[src/rtl/bath_event_timer.sv]
// Multi-channel bathysphere arrive/depart qualifier. Each request must hold for
// a programmable number of prescaler ticks before its output asserts.
module bath_event_timer #(
   parameter int NUM_CH   = 2,
   parameter int CNT_W    = 4,
   parameter int TICK_DIV = 50000000
) (
   input  logic                       clk,
   input  logic                       reset,
   input  logic [2*NUM_CH-1:0]        req,
   input  logic [CNT_W-1:0]           delay,
   input  logic [$clog2(NUM_CH)-1:0]  sel,
   output logic [NUM_CH-1:0]          departing,
   output logic [NUM_CH-1:0]          arriving,
   output logic [NUM_CH-1:0]          busy,
   output logic [NUM_CH-1:0]          fault,
   output logic [CNT_W-1:0]           seconds,
   output logic                       tick
);

   localparam int SEL_W = $clog2(NUM_CH);
   localparam int PRE_W = (TICK_DIV > 1) ? $clog2(TICK_DIV) : 1;
   localparam logic [PRE_W-1:0] PRE_TOP = PRE_W'(TICK_DIV - 1);

   typedef enum logic [1:0] {S_IDLE, S_COUNT, S_ACTIVE, S_FAULT} state_t;

   logic [PRE_W-1:0] r_pre;
   logic             w_tick;

   state_t           r_state     [NUM_CH];
   state_t           w_state_nxt [NUM_CH];
   logic [1:0]       r_dir       [NUM_CH];
   logic [1:0]       w_dir_nxt   [NUM_CH];
   logic [CNT_W-1:0] r_lim       [NUM_CH];
   logic [CNT_W-1:0] w_lim_nxt   [NUM_CH];
   logic [CNT_W-1:0] r_cnt       [NUM_CH];
   logic [CNT_W-1:0] w_cnt_nxt   [NUM_CH];

   logic [NUM_CH-1:0] r_dep, r_arr, r_busy, r_fault;
   logic [NUM_CH-1:0] w_dep, w_arr, w_busy, w_fault;
   logic [CNT_W-1:0]  w_sec;

   always_ff @(posedge clk or negedge reset) begin
      if (!reset)                r_pre <= '0;
      else if (r_pre == PRE_TOP) r_pre <= '0;
      else                       r_pre <= r_pre + PRE_W'(1);
   end

   // Gated by reset so a TICK_DIV of 1 still shows no tick while held in reset.
   assign w_tick = reset & (r_pre == PRE_TOP);

   always_ff @(posedge clk or negedge reset) begin
      if (!reset) begin
         for (int c = 0; c < NUM_CH; c++) begin
            r_state[c] <= S_IDLE;
            r_dir[c]   <= '0;
            r_lim[c]   <= '0;
            r_cnt[c]   <= '0;
         end
         r_dep   <= '0;
         r_arr   <= '0;
         r_busy  <= '0;
         r_fault <= '0;
      end else begin
         for (int c = 0; c < NUM_CH; c++) begin
            r_state[c] <= w_state_nxt[c];
            r_dir[c]   <= w_dir_nxt[c];
            r_lim[c]   <= w_lim_nxt[c];
            r_cnt[c]   <= w_cnt_nxt[c];
         end
         r_dep   <= w_dep;
         r_arr   <= w_arr;
         r_busy  <= w_busy;
         r_fault <= w_fault;
      end
   end

   // Event priority: conflict, release, direction change / start, tick.
   always_comb begin
      for (int c = 0; c < NUM_CH; c++) begin
         w_state_nxt[c] = r_state[c];
         w_dir_nxt[c]   = r_dir[c];
         w_lim_nxt[c]   = r_lim[c];
         w_cnt_nxt[c]   = r_cnt[c];
         if (req[2*c +: 2] == 2'b11) begin
            w_state_nxt[c] = S_FAULT;
            w_cnt_nxt[c]   = '0;
         end else if (req[2*c +: 2] == 2'b00) begin
            w_state_nxt[c] = S_IDLE;
            w_cnt_nxt[c]   = '0;
         end else if (r_state[c] == S_FAULT) begin
            w_state_nxt[c] = S_FAULT;
         end else if ((r_state[c] == S_IDLE) || (req[2*c +: 2] != r_dir[c])) begin
            w_dir_nxt[c]   = req[2*c +: 2];
            w_lim_nxt[c]   = delay;
            w_cnt_nxt[c]   = '0;
            w_state_nxt[c] = (delay == '0) ? S_ACTIVE : S_COUNT;
         end else if ((r_state[c] == S_COUNT) && w_tick && (r_cnt[c] < r_lim[c])) begin
            w_cnt_nxt[c] = r_cnt[c] + CNT_W'(1);
            if ((r_cnt[c] + CNT_W'(1)) == r_lim[c]) w_state_nxt[c] = S_ACTIVE;
         end
      end
   end

   always_comb begin
      w_dep   = '0;
      w_arr   = '0;
      w_busy  = '0;
      w_fault = '0;
      for (int c = 0; c < NUM_CH; c++) begin
         w_arr[c]   = (w_state_nxt[c] == S_ACTIVE) && (w_dir_nxt[c] == 2'b01);
         w_dep[c]   = (w_state_nxt[c] == S_ACTIVE) && (w_dir_nxt[c] == 2'b10);
         w_busy[c]  = (w_state_nxt[c] == S_COUNT);
         w_fault[c] = (w_state_nxt[c] == S_FAULT);
      end
   end

   always_comb begin
      w_sec = '0;
      for (int c = 0; c < NUM_CH; c++) begin
         if (sel == SEL_W'(c)) w_sec = r_cnt[c];
      end
   end

   assign departing = r_dep;
   assign arriving  = r_arr;
   assign busy      = r_busy;
   assign fault     = r_fault;
   assign seconds   = w_sec;
   assign tick      = w_tick;

endmodule

[config.mk]
export PLATFORM = sky130hd
export DESIGN_NAME = bath_event_timer
export DESIGN_NICKNAME = d
export VERILOG_FILES = /design/src/rtl/bath_event_timer.sv
export SDC_FILE = /design/constraint.sdc
export NUM_CORES = 1
export LEC_CHECK = 0
export ABC_CLOCK_PERIOD_IN_PS = 4600
export CAP_MARGIN = 15
export CORE_MARGIN = 2
export CORE_UTILIZATION = 58
export DETAILED_ROUTE_END_ITERATION = 10
export PLACE_DENSITY = 0.77
export SLEW_MARGIN = 10
export SYNTH_ARGS = -nofsm -noshare
export SYNTH_HDL_FRONTEND = slang
export SYNTH_SLANG_ARGS = --single-unit
[constraint.sdc]
create_clock -name clk -period 4.6 [get_ports clk]
set_input_delay 0.69 -clock clk [delete_from_list [all_inputs] [get_ports clk]]
set_output_delay 0.69 -clock clk [all_outputs]
set_load 0.05 [all_outputs]
==> metrics <==
status=finished, final reports clean; initial antenna violation count=0; antenna diode count=0; worst r2r src=r_cnt[3]$_DFFE_PN0P_; Post-Route WL=around 7000 um; DIE HEIGHT=78.2 um; Post-CTS Setup Inserts=0; switching power=approximately 0.00069 W; Final HPWL DP=around 5000 um; Clock Skew=approximately 0.0066 ns; Setup crit end kind=output port; post-synthesis mux area share=0.0455; Post-DRT Antenna Nets=0; fraction of layout cells with a size suffix above 1=0.102; Hold/Removal Path Class=flip-flop to flip-flop; critical hold path startpoint=r_pre[4]$_DFF_PN0_; final setup vio count=0; clk slew on worst S/H paths=roughly 0.070 ns; switch share=0.366; Initial Util=0.591; Comb pwr share=0.355; Tightest Pin Transition=roughly 0.99 ns; final worst slack=approximately 1.1 ns; Pins Over Slew Limit=0; internal power=between 0.001 and 0.0015 W; unrepaired setup endpoints after global routing=false; vias per cell=around 5.8; register area share after synthesis=0.455; root buf cell=clkbuf_8; Clock Latency Late Sink=about 0.34 ns; 1st-iter DRT viols=117; Die W=78.2 um; pre-CTS WS=between 1 and 1.5 ns; gpl congestion=about 0.84; period utilization=0.769; power share of the clock group=0.282; CP Class=flip-flop to output port; sequential power share=0.364; largest family of logic cells by synthesized area=simple AND/OR/NAND/NOR gates; clock buffer count from CTS=9; Synth Area in Simple Gates=0.228; drt drc=0; CTS Hold Bufs=0; I/O pin count=24; vias in the first global route=about 2700; FP Rows=27; Synth Area in Compound Gates=0.0843; Max Cap Viol=0; DR WL/cell=between 15 and 20 um; reg2reg path depth=5; Core Area=around 5400 um2; Remaining Overflow, GRT=0; R2R setup slack=2.25 ns; top-area cell type share of the netlist area=0.455; Synth Register Bits=58; Distinct cells, synth=44; min Tclk post-route=between 3 and 4 ns; Synth area leaders=dfrtp_1 (45%), ha_1 (5.9%), xnor2_1 (5.2%); top_reg_cell synth=dfrtp_1; XOR/XNOR Fraction of Synth Area=0.0933; worst hold stages=1; crit-path max FO=5; fill count=~430; Min Hold Slack=around 0.5 ns; Final Hold Viols=0; Synth Instances=327; post-CTS sizing=0; CTS tree=yes; number of flops mapped to enable cells by yosys=0; Synth Area in Adders=0.0588; fin util=0.688; H-tree depth=3; gr usage total=0.250; cell taking the most area after synthesis=dfrtp_1; Port Buf Inserts=23; nets@finish=roughly 380; async set-reset flop share out of synthesis=1.00; Post-Syn Area=approximately 3200 um2; Vias=~2500; critical path arrival=roughly 2.9 ns; PwrDens=around 510 nW/um2; clk sinks=just under 60; largest net degree at the start of global routing=just under 60; Worst R2R End=r_cnt[3]$_DFFE_PN0P_; Mapped Avg Cell Area=about 9.8 um2; crit path launch type=flip-flop; f_max=approximately 280 MHz; worst vdd ir=approximately 0.34 mV; P_leak=approximately 1.6 nW; TritonRoute pass-1 iters=4; area of the die=between 6000 and 7000 um2; CTS Buffer Depth=2; Layout area overhead=16.5%; first-pass GRT wire length=about 12000 um; relative slew slack=0.331; Hold EP=r_pre[4]$_DFF_PN0_; Req. time, crit path=3.91 ns; setup tns final=0 ns; syn nets=~350; Synth warnings=0
-- area by class of cell --
| type | instances | area [um2] | area share |
|---|---|---|---|
| timing repair buffer | 25 | 240 | 0.0646 |
| inverter | 24 | 90.1 | 0.0242 |
| clock buffer | 11 | 141 | 0.0380 |
| clock inverter | 5 | 77.6 | 0.0209 |
| multi-input combinational | 239 | 1630 | 0.438 |
| sequential | 58 | 1450 | 0.390 |
| tap | 72 | 90.1 | 0.0242 |
-- worst max-delay path, cell delays in order, from the launching register on --
cell	delay, ns
dfrtp_1	0.41
ha_1	0.26
nand2_1	0.10
nor4_1	0.55
nand2_1	0.25
inv_1	0.12
clkdlybuf4s50_1	0.82
-- per-layer routing --
metal | track usage | wire length, um | up-vias
met5 | 0 | 0 | -
met1 | 0.293 | 2910 | 1219
met4 | 0.126 | 178 | 0
met3 | 0.0448 | 293 | 15
met2 | 0.441 | 3570 | 61
li1 | - | - | 1218
-- flip-flops by register name, indices dropped and copies added, names as in the netlist --
name / flops
r_state: 4
fault: 2
r_dir: 4
r_lim: 8
busy: 2
r_cnt: 8
arriving: 2
departing: 2
r_pre: 26
-- cells in the final DEF (no fill, tap or decap), types with 9 or more instances in the layout --
cell type         n
ha_1             15
nand3_1          28
nand4_1          12
nor2_1           25
mux2_2           12
clkbuf_8         10
inv_1            24
xor2_1           15
xnor2_1          19
o21ai_0           9
nand2_1          32
dfrtp_1          58
clkdlybuf4s50_1  22
-- cells in the mapped netlist (4+ instances only) --
cell type,n
inv_1,24
and3_1,4
xor2_1,15
and2_1,4
o21ai_0,9
nor2_1,25
nor3_1,5
xnor2_1,19
nand2_1,32
ha_1,15
dfrtp_1,58
o211ai_1,6
nand3_1,28
nand4_1,12
nor4_1,6
mux2_2,12
clkbuf_1,5
-- worst max-delay path by stage --
stage,start,endpoint,slack (ns),cells past startpoint
4_1_cts,r_pre[0]$_DFF_PN0_,tick,1.09,6
6_report,r_pre[0]$_DFF_PN0_,tick,1.06,6
2_1_floorplan,sel,seconds[0],2.13,1
3_3_place_gp,reset,tick,1.51,6
5_1_grt,r_pre[0]$_DFF_PN0_,tick,0.85,6
3_5_place_dp,reset,tick,1.32,6
-- stage by stage --
stage | cells | cell area [um2] | power, W
2_1_floorplan | 327 | 3190 | 0.00118
3_3_place_gp | 418 | 3500 | 0.00134
3_5_place_dp | 418 | 3500 | 0.00136
4_1_cts | 434 | 3720 | 0.00190
5_1_grt | 434 | 3720 | 0.00200
6_report | 434 | 3720 | 0.00190
-- kinds of logic after synthesis --
group	count (synthesis)
compound gates	40
simple gates	137
buf+inv	30
mux	13
xor+xnor	34
flops	58
fa+ha+maj	15
-- power groups by stage --
stage	sequential [W]	clock [W]	combinational, W
floorplan	0.000739	0	0.000444
CTS	0.000689	0.000539	0.000669
detailed placement	0.000698	0	0.000662
global placement	0.000694	0	0.000643
finish	0.000690	0.000534	0.000673
global route	0.000703	0.000557	0.000738
Note: power is estimated with default switching activity, not from simulation.
